### src/rtl/rgb_seq_pkg.sv
// Shared types and default widths for the RGB pattern sequencer.
package rgb_seq_pkg;

  localparam int DEF_DUTY_W = 8;
  localparam int DEF_HOLD_W = 16;
  localparam int DEF_STEP_W = 2;

  typedef enum logic {
    IDLE = 1'b0,
    RUN  = 1'b1
  } seq_state_t;

  typedef struct packed {
    logic [DEF_DUTY_W-1:0] red;
    logic [DEF_DUTY_W-1:0] green;
    logic [DEF_DUTY_W-1:0] blue;
    logic [DEF_HOLD_W-1:0] hold;
  } step_entry_t;

endpackage

### src/rtl/rgb_pwm_gen.sv
// Prescaled PWM timebase with three registered duty comparators and a
// frame_end strobe on the last tick of each 2^DUTY_W-tick frame.
module rgb_pwm_gen #(
  parameter int CLK_DIV = 47,
  parameter int DUTY_W  = 8
) (
  input  logic              clk,
  input  logic              rst_n,
  input  logic              run,
  input  logic              out_en,
  input  logic [DUTY_W-1:0] duty_red,
  input  logic [DUTY_W-1:0] duty_green,
  input  logic [DUTY_W-1:0] duty_blue,
  output logic              pwm_red,
  output logic              pwm_green,
  output logic              pwm_blue,
  output logic              frame_end
);

  localparam int                PRE_W   = (CLK_DIV > 0) ? $clog2(CLK_DIV + 1) : 1;
  localparam logic [PRE_W-1:0]  PRE_TC  = PRE_W'(CLK_DIV);
  localparam logic [DUTY_W-1:0] CNT_MAX = '1;

  logic [PRE_W-1:0]  prescaler;
  logic [DUTY_W-1:0] pwm_cnt;
  logic              tick;

  assign tick      = (prescaler == PRE_TC);
  assign frame_end = run && tick && (pwm_cnt == CNT_MAX);

  // NOTE: sequential state uses <= so every flop samples pre-edge values.
  // Counters are held at zero outside RUN, so a start always begins a fresh frame.
  always_ff @(posedge clk or negedge rst_n) begin
    if (!rst_n) begin
      prescaler <= '0;
      pwm_cnt   <= '0;
    end else if (!run) begin
      prescaler <= '0;
      pwm_cnt   <= '0;
    end else if (tick) begin
      prescaler <= '0;
      pwm_cnt   <= pwm_cnt + 1'b1;
    end else begin
      prescaler <= prescaler + 1'b1;
    end
  end

  always_ff @(posedge clk or negedge rst_n) begin
    if (!rst_n) begin
      pwm_red   <= 1'b0;
      pwm_green <= 1'b0;
      pwm_blue  <= 1'b0;
    end else begin
      pwm_red   <= out_en && (duty_red   > pwm_cnt);
      pwm_green <= out_en && (duty_green > pwm_cnt);
      pwm_blue  <= out_en && (duty_blue  > pwm_cnt);
    end
  end

endmodule

### src/rtl/rgb_pattern_sequencer.sv
// Step-table colour sequencer driving SB_RGBA_DRV PWM inputs and enable.
// Width parameters must match the rgb_seq_pkg defaults used by step_entry_t.
module rgb_pattern_sequencer
  import rgb_seq_pkg::*;
#(
  parameter int CLK_DIV = 47,
  parameter int DUTY_W  = DEF_DUTY_W,
  parameter int HOLD_W  = DEF_HOLD_W,
  parameter int STEP_W  = DEF_STEP_W
) (
  input  logic              clk,
  input  logic              rst_n,
  input  logic              start,
  input  logic              stop,
  input  logic              loop_en,
  input  logic [STEP_W-1:0] last_step,
  input  logic              cfg_we,
  input  logic [STEP_W-1:0] cfg_addr,
  input  logic [DUTY_W-1:0] cfg_red,
  input  logic [DUTY_W-1:0] cfg_green,
  input  logic [DUTY_W-1:0] cfg_blue,
  input  logic [HOLD_W-1:0] cfg_hold,
  output logic              pwm_red,
  output logic              pwm_green,
  output logic              pwm_blue,
  output logic              led_en,
  output logic              busy,
  output logic [STEP_W-1:0] cur_step,
  output logic              step_pulse,
  output logic              done
);

  localparam int DEPTH = 2 ** STEP_W;

  seq_state_t        state, state_next;
  step_entry_t       step_table [DEPTH];
  logic [HOLD_W-1:0] hold_cnt;
  logic [DUTY_W-1:0] act_red, act_green, act_blue;
  logic [HOLD_W-1:0] hold_eff;
  logic              hold_reached;
  logic              frame_end;
  logic              frame_event;
  logic              start_go;
  logic              run_end;
  logic              out_en;
  logic [STEP_W-1:0] next_step;

  assign hold_eff     = (step_table[cur_step].hold == '0) ? HOLD_W'(1) : step_table[cur_step].hold;
  assign hold_reached = ({1'b0, hold_cnt} + 1'b1) >= {1'b0, hold_eff};
  assign frame_event  = (state == RUN) && !stop && frame_end;
  assign start_go     = (state == IDLE) && (state_next == RUN);
  assign out_en       = (state == RUN) && (state_next == RUN);
  assign busy         = (state == RUN);

  always_ff @(posedge clk or negedge rst_n) begin
    if (!rst_n) state <= IDLE;
    else        state <= state_next;
  end

  // NOTE: defaults first so no path through the block leaves a signal unassigned (no latches).
  always_comb begin
    state_next = state;
    next_step  = cur_step;
    run_end    = 1'b0;
    case (state)
      IDLE: if (start && !stop) state_next = RUN;
      RUN: begin
        if (stop) begin
          state_next = IDLE;
        end else if (frame_end && hold_reached) begin
          if (cur_step != last_step) begin
            next_step = cur_step + 1'b1;
          end else if (loop_en) begin
            next_step = '0;
          end else begin
            run_end    = 1'b1;
            state_next = IDLE;
          end
        end
      end
      default: state_next = IDLE;
    endcase
  end

  // NOTE: the table is a small register file, not RAM, so it takes the async reset too.
  always_ff @(posedge clk or negedge rst_n) begin
    if (!rst_n) begin
      for (int i = 0; i < DEPTH; i++) step_table[i] <= '0;
    end else if (cfg_we) begin
      step_table[cfg_addr] <= '{red: cfg_red, green: cfg_green, blue: cfg_blue, hold: cfg_hold};
    end
  end

  // Active duties reload only at frame end; a same-edge table write is seen one reload later.
  always_ff @(posedge clk or negedge rst_n) begin
    if (!rst_n) begin
      cur_step   <= '0;
      hold_cnt   <= '0;
      act_red    <= '0;
      act_green  <= '0;
      act_blue   <= '0;
      led_en     <= 1'b0;
      step_pulse <= 1'b0;
      done       <= 1'b0;
    end else begin
      led_en     <= out_en;
      step_pulse <= frame_event && hold_reached;
      done       <= run_end;
      if (start_go) begin
        cur_step  <= '0;
        hold_cnt  <= '0;
        act_red   <= step_table[0].red;
        act_green <= step_table[0].green;
        act_blue  <= step_table[0].blue;
      end else if (frame_event) begin
        cur_step <= next_step;
        hold_cnt <= hold_reached ? '0 : hold_cnt + 1'b1;
        if (!run_end) begin
          act_red   <= step_table[next_step].red;
          act_green <= step_table[next_step].green;
          act_blue  <= step_table[next_step].blue;
        end
      end
    end
  end

  rgb_pwm_gen #(
    .CLK_DIV (CLK_DIV),
    .DUTY_W  (DUTY_W)
  ) u_pwm (
    .clk        (clk),
    .rst_n      (rst_n),
    .run        (state == RUN),
    .out_en     (out_en),
    .duty_red   (act_red),
    .duty_green (act_green),
    .duty_blue  (act_blue),
    .pwm_red    (pwm_red),
    .pwm_green  (pwm_green),
    .pwm_blue   (pwm_blue),
    .frame_end  (frame_end)
  );

endmodule

### config.mk
export PLATFORM = sky130hd
export DESIGN_NAME = rgb_pattern_sequencer
export DESIGN_NICKNAME = d
export VERILOG_FILES = /design/src/rtl/rgb_seq_pkg.sv /design/src/rtl/rgb_pwm_gen.sv /design/src/rtl/rgb_pattern_sequencer.sv
export SDC_FILE = /design/constraint.sdc
export NUM_CORES = 1
export LEC_CHECK = 0
export ABC_CLOCK_PERIOD_IN_PS = 5300
export CAP_MARGIN = 20
export CORE_MARGIN = 4
export CORE_UTILIZATION = 60
export CTS_CLUSTER_DIAMETER = 60
export DETAILED_ROUTE_END_ITERATION = 8
export MAX_ROUTING_LAYER = met4
export PLACE_DENSITY = 0.85
export SLEW_MARGIN = 25
export SYNTH_ARGS = -nofsm -noshare
export SYNTH_HDL_FRONTEND = slang
export SYNTH_HIERARCHICAL = 1
export SYNTH_SLANG_ARGS = --single-unit
export TNS_END_PERCENT = 100
### constraint.sdc
create_clock -name clk -period 5.3 [get_ports clk]
set_clock_uncertainty 0.15 [all_clocks]
set_input_delay 1.06 -clock clk [delete_from_list [all_inputs] [get_ports clk]]
set_output_delay 1.06 -clock clk [all_outputs]
set_load 0.03 [all_outputs]
==> flow_summary.yaml, run 1 <==
logic_synthesis:
  ys_warn_count: 6
  synth_enable_flop_cells: 0
  cell_count_after_synthesis: 892
  number_of_flip_flops_and_latches_in_the_synthesized_netlist: 223
  synth_area_per_cell_um2: 12.5
  ys_top_cells_by_area: "dfrtp_1, mux2_2, ha_1"
  yosys.area.top_type: "dfrtp_1"
  ys.flop_type: "dfrtp_1"
  post_synth_num_cell_types: 56
  post_syn_nets: 985
  async_reset_ff_share_pct: 100
  mappedNetlistArea_um2: 11100
  synth-seq-area-share_pct: 50.2
  synth_largest_type_area_fraction_pct: 50.2
cts:
  clk_transition_reported_paths_ns: 0.06
  root_buffer: "clkbuf_16"
  cts_setup_buffers: 0
  post_cts_hold_buffer_count: 0
  cts_made_buffers: 24
  cts_tree: "yes"
  worst_skew_pair.late_latency_ns: 0.52
  cts_resized: 0
  cts_max_path_buffers: 3
  h_tree_depth_reported_by_cts: 1
  clock-sinks: 223
timing:
  finish_stage_setup_viols: 0
  rsz0062_at_grt: "no"
  timing.final.max_slew_violations: 0
  maxSlewHeadroom_pct: 33.6
  tns_ns: 0
  report.final.hold_viol_count: 0
  period_minus_slack_ns: 4.78
  setup_slack_ns: 0.517
  clock.fmax_mhz: 209
  timing.final.crit_share_pct: 90.3
  worstMarginPinSlew_ns: 0.995
run:
  cap_violations: 0
placed_design:
  dpl_cell_area_um2: 11900
  place_worst_setup_slack_ns: 0.553
  finalWeightedCongestion: 0.851
  io_buffers: 58
  hpwl_um: 15600
worst_setup_path:
  path_class: "reg2reg"
  timing.reg2reg.worst_path_depth: 13
  critPathCaptureType: "flop"
  cp_data_required_time_ns: 5.58
  rrSetupSlack_ns: 0.52
  timing.critical_path.fanout_max: 24
  setup.worst_path.start_class: "flop"
  reg2reg_to: "act_green[2]$_DFFE_PN0P_"
  crit_start: "cur_step[0]$_DFFE_PN0P_"
  crit_path_end: "act_green[2]$_DFFE_PN0P_"
  critical_r2r_launch: "cur_step[0]$_DFFE_PN0P_"
  worst_ep_arrival_time_ns: 5.06
power_and_ir_drop:
  max-vdd-ir-drop_mv: 0.235
  leakage_nw: 5.46
  power.density_nw_per_um2: 349
hold_path:
  timing.hold.worst.class: "reg2reg"
  worstHoldPathCells: 1
routing:
  detailedRoute.firstIterationViolations: 546
  viasPerCell: 6.39
  drt.antenna.violating_nets: 0
  vias: 7607
  drt_drc_violations_left: 0
  detail_route.first_pass.iterations: 5
  routed_wirelength_um: 24400
  drt-wirelength-per-cell_um: 20.5
global_route:
  antenna_found_initial: 1
  maximum_number_of_pins_on_one_net_before_global_route_repair: 104
  vias_in_the_first_global_route: 7726
  global_route.overflow_total: 0
  global_route_usage_over_all_layers_pct: 24.5
  first_pass_grt_wire_length_um: 39700
floorplan:
  design.die.area_um2: 20800
  core-area_um2: 18100
  effective_utilization_at_floorplan_pct: 61.4
  die_width_um: 144
  die_y_um: 144
  core.rowCount: 49
  number_of_top_level_pins: 59
final_layout:
  filler_cell_count: 1196
  layout.nets: 1039
  drive_above_1_share_pct: 28.8
  areaGrowthSynthToFinish_pct: 14.2
  stdcell_area_um2: 12700
outcome:
  result_of_the_run: "completed"
==> critical path: stages, from the launching register on <==
cell and delay, ns:
dfrtp_1 0.79, buf_4 0.37, mux4_2 0.55, nor4_1 0.30, a31o_2 0.21, ha_1 0.14, nor3_1 0.06, o41ai_2 0.28
buf_4 0.20, a21o_1 0.13, buf_4 0.23, a211o_1 0.82, a22oi_1 0.21, a31oi_1 0.24
==> kinds of logic (layout without fill, tap and decap cells) <==
group	Yosys count	in the layout	synth area share, %
xor gates and xnor gates	26	26	2.05
AOI/OAI and AO/OA	166	166	11.4
and+or+nand+nor	153	153	8.05
buffers and inverters	105	174	4.00
other	0	1	0
adders and majority gates	43	43	4.84
DFF	223	223	50.2
muxes	176	176	19.5
==> synth_stat cells (all sizes together), types with 4 or more instances <==
master / n
dfrtp: 223
mux2: 160
inv: 54
o2111ai: 48
ha: 43
nor2: 38
buf: 31
a31oi: 28
or2: 25
a22oi: 24
clkbuf: 20
a21oi: 17
xnor2: 17
mux4: 16
a22o: 15
nand2: 14
nand3: 14
nand4: 14
and2: 10
xor2: 9
a21o: 8
o21ai: 8
nor4: 7
and3: 5
nand3b: 5
nor2b: 5
nor3: 5
nand2b: 4
==> cells in the final DEF, fill, tap and decap left out, drive strengths merged, types with 3 or more instances in the layout <==
master,synthesis,layout
dfrtp,223,223
mux2,160,160
clkdlybuf4s50,0,57
inv,54,54
o2111ai,48,48
ha,43,43
nor2,38,38
clkbuf,20,32
a31oi,28,28
or2,25,25
a22oi,24,24
buf,31,22
xnor2,17,17
a21oi,17,17
mux4,16,16
a22o,15,15
nand2,14,14
nand4,14,14
nand3,14,14
and2,10,10
xor2,9,9
o21ai,8,8
a21o,8,8
nor4,7,7
nor2b,5,5
and3,5,5
nor3,5,5
nand3b,5,5
clkinv,0,5
nand2b,4,4
a211oi,3,3
clkinvlp,0,3
o211ai,3,3
nor3b,3,3
==> state kept, by name, summed over array words and instances, names as in the netlist, 2 cells and up <==
name	flops
act_blue	8
act_green	8
act_red	8
cur_step	2
hold_cnt	16
step_table	160
u_pwm/prescaler	6
u_pwm/pwm_cnt	8
==> worst min path at each step <==
| stage | from | end | slack (ns) |
|---|---|---|---|
| 2_1_floorplan | u_pwm/prescaler[0]$_DFF_PN0_ | u_pwm/prescaler[0]$_DFF_PN0_ | 0.30 |
| 3_3_place_gp | u_pwm/prescaler[0]$_DFF_PN0_ | u_pwm/prescaler[0]$_DFF_PN0_ | 0.33 |
| 3_5_place_dp | step_table[14]$_DFFE_PN0P_ | step_table[14]$_DFFE_PN0P_ | 0.34 |
| 4_1_cts | step_table[14]$_DFFE_PN0P_ | step_table[14]$_DFFE_PN0P_ | 0.35 |
| 5_1_grt | step_table[113]$_DFFE_PN0P_ | step_table[113]$_DFFE_PN0P_ | 0.36 |
| 6_report | step_table[14]$_DFFE_PN0P_ | step_table[14]$_DFFE_PN0P_ | 0.35 |
==> layer usage <==
layer  up-vias  track usage, %  part of all wire (%)
met1      3850            33.3                    43
met3        61            4.27                   6.3
met5         -               -                     0
met4         0            7.19                   2.8
li1       3420               -                     -
met2       276            38.4                    48
==> where the power goes <==
| group | switching (mW) | internal [mW] | total [mW] |
|---|---|---|---|
| clock network | 0.659 | 0.910 | 1.57 |
| logic | 0.308 | 0.384 | 0.692 |
| registers | 0.175 | 1.99 | 2.16 |
==> layout make-up <==
type / count / area, um2 / share of cell area, %
multi-input cells: 564 / 5110 / 40.3
diodes: 1 / 2.50 / 0.0197
inverters: 54 / 203 / 1.60
well taps: 229 / 287 / 2.26
flip-flops and latches: 223 / 5580 / 44.0
repair buffers: 79 / 756 / 5.96
clock inverters: 9 / 88.8 / 0.700
clock buffers: 32 / 651 / 5.13
==> per-stage QoR <==
step | util, % | std cells | power, mW | hold WS (ns)
2_1_floorplan | - | 892 | 2.61 | 0.305
3_3_place_gp | 66.0 | 1149 | 2.82 | 0.329
3_5_place_dp | 66.0 | 1149 | 2.87 | 0.341
4_1_cts | 70.1 | 1190 | 4.45 | 0.354
5_1_grt | 70.1 | 1191 | 4.63 | 0.365
6_report | 70.1 | 1191 | 4.43 | 0.351
No activity file was read; power rests on OpenSTA's default activity.
==> run 2, diff against run 1 <==
CORE_ASPECT_RATIO = 0.5   (was unset)
==> flow_summary.yaml, run 2 (synthesis gave the netlist of run 1 again) <==
outcome:
  result_of_the_run: "completed"
power_and_ir_drop:
  power.density_nw_per_um2: 340
  combinationalPowerShare_pct: 16.5
  internal-power_mw: 3.12
  leakage_nw: 5.42
  netSwitchingFraction_pct: 27.0
  seqPwrFrac_pct: 50.8
  switchingPower_mw: 1.15
  clkPwrFrac_pct: 32.7
  max-vdd-ir-drop_mv: 0.242
timing:
  clock.fmax_mhz: 214
  rsz0062_at_grt: "no"
  worstMarginPinSlew_ns: 1.01
  period_minus_slack_ns: 4.68
  tns_ns: 0
  timing.final.crit_share_pct: 88.4
  timing.final.max_slew_violations: 0
  report.final.hold_viol_count: 0
  maxSlewHeadroom_pct: 32.5
  finish_stage_setup_viols: 0
routing:
  detail_route.first_pass.iterations: 5
  vias: 7697
  drt-wirelength-per-cell_um: 21.3
  drt_drc_violations_left: 0
  routed_wirelength_um: 25400
  detailedRoute.firstIterationViolations: 632
  viasPerCell: 6.47
  drt.antenna.violating_nets: 0
final_layout:
  reg_top3: "step_table x160, hold_cnt x16"
  areaGrowthSynthToFinish_pct: 13.3
  registers.top_by_ff_count: "step_table"
  leading_cell_type_in_the_layout_fill_and_taps_excluded: "dfrtp_1"
  largest_reg_flops: 160
  commonest_non_fill_non_tap_cells_in_the_layout: "dfrtp_1, mux2_2, clkdlybuf4s50_1, inv_1, o2111ai_1"
  layout.nets: 1037
  drive_above_1_share_pct: 28.6
  stdcell_area_um2: 12600
  final-instance-count-excl-fill: 1190
floorplan:
  number_of_top_level_pins: 59
  die_width_um: 200
  core-area_um2: 17800
  core.rowCount: 34
  effective_utilization_at_floorplan_pct: 62.5
  die_y_um: 104
  design.die.area_um2: 20900
cts:
  cts_made_buffers: 21
  clock-sinks: 223
  cts_setup_buffers: 0
  worst_skew_pair.late_latency_ns: 0.50
  h_tree_depth_reported_by_cts: 1
  clk_transition_reported_paths_ns: 0.07
  cts_tree: "yes"
  post_cts_hold_buffer_count: 0
  cts_max_path_buffers: 3
  root_buffer: "clkbuf_16"
  cts_resized: 0
placed_design:
  hpwl_um: 16500
  io_buffers: 58
  dpl_cell_area_um2: 11900
  placedCellCount: 1154
  finalWeightedCongestion: 0.898
global_route:
  global_route.overflow_total: 0
  global_route_usage_over_all_layers_pct: 24.9
  antenna_found_initial: 1
  first_pass_grt_wire_length_um: 42100
  maximum_number_of_pins_on_one_net_before_global_route_repair: 139
  vias_in_the_first_global_route: 8269
run:
  cap_violations: 0
worst_setup_path:
  timing.reg2reg.worst_path_depth: 11
  critPathCaptureType: "flop"
  reg2reg_to: "act_blue[7]$_DFFE_PN0P_"
  worst_ep_arrival_time_ns: 4.95
  critical_r2r_launch: "cur_step[1]$_DFFE_PN0P_"
  timing.critical_path.fanout_max: 27
  cp_data_required_time_ns: 5.57
  rrSetupSlack_ns: 0.62
  path_class: "reg2reg"
  setup.worst_path.start_class: "flop"
hold_path:
  timing.hold.worst.class: "in2async"
[run 2: cell types whose count changed in the layout (fill, tap and decap cells not counted), sizes merged]
cell      before  now
buf           22   23
bufinv         1    0
clkbuf        32   26
clkinvlp       3    2
inv           54   55
[run 2: metrics by stage]
step | setup slack (ns) | hold slack, ns | power (mW) | utilization (%)
floorplan | 1.12 | 0.305 | 2.61 | -
global placement | 1.01 | 0.319 | 2.82 | 67.1
detailed placement | 0.818 | 0.339 | 2.89 | 67.1
CTS | 0.714 | 0.352 | 4.29 | 70.6
global route | 0.318 | 0.294 | 4.47 | 70.8
finish | 0.616 | 0.281 | 4.28 | 70.8
[run 2: critical path: stages (launching register included)]
cell,delay (ns)
dfrtp_1,0.83
mux4_2,0.46
nor4_1,0.41
a31o_2,0.22
ha_1,0.14
nor3_1,0.07
o41ai_2,0.69
a21o_1,0.22
buf_4,0.35
o21a_2,0.61
o2111ai_1,0.20
a31oi_1,0.21
[run 2: power by group through the flow]
stage	Combinational [mW]	Sequential, mW	Clock [mW]
2_1_floorplan	0.488	2.13	0
3_3_place_gp	0.642	2.18	0
3_5_place_dp	0.697	2.19	0
4_1_cts	0.705	2.17	1.42
5_1_grt	0.786	2.19	1.49
6_report	0.705	2.17	1.40
[run 2: worst max-delay path by stage]
| stage | start | end | slack [ns] | depth (start not counted) |
|---|---|---|---|---|
| 2_1_floorplan | cur_step[0]$_DFFE_PN0P_ | act_green[3]$_DFFE_PN0P_ | 1.12 | 14 |
| 3_3_place_gp | cur_step[1]$_DFFE_PN0P_ | act_green[4]$_DFFE_PN0P_ | 1.01 | 13 |
| 3_5_place_dp | cur_step[0]$_DFFE_PN0P_ | act_red[3]$_DFFE_PN0P_ | 0.82 | 14 |
| 4_1_cts | cur_step[0]$_DFFE_PN0P_ | act_blue[7]$_DFFE_PN0P_ | 0.71 | 12 |
| 5_1_grt | cur_step[0]$_DFFE_PN0P_ | act_green[1]$_DFFE_PN0P_ | 0.32 | 14 |
| 6_report | cur_step[1]$_DFFE_PN0P_ | act_blue[7]$_DFFE_PN0P_ | 0.62 | 11 |
[run 2: layout make-up]
class / instances / area [um2]
multi-input combinational: 564 / 5120
sequential: 223 / 5580
tap: 234 / 293
clock buffer: 26 / 554
inverter: 54 / 203
antenna: 1 / 2.50
timing repair buffer: 80 / 771
fill: 1167 / 5200
clock inverter: 8 / 60.1
[run 2: layer usage]
metal	track usage [%]	vias to the layer above	share of wire [%]
met3	4.14	55	5.6
met5	-	-	0
met4	7.80	0	2.2
met2	41.0	296	50
met1	32.1	3923	43
li1	-	3423	-
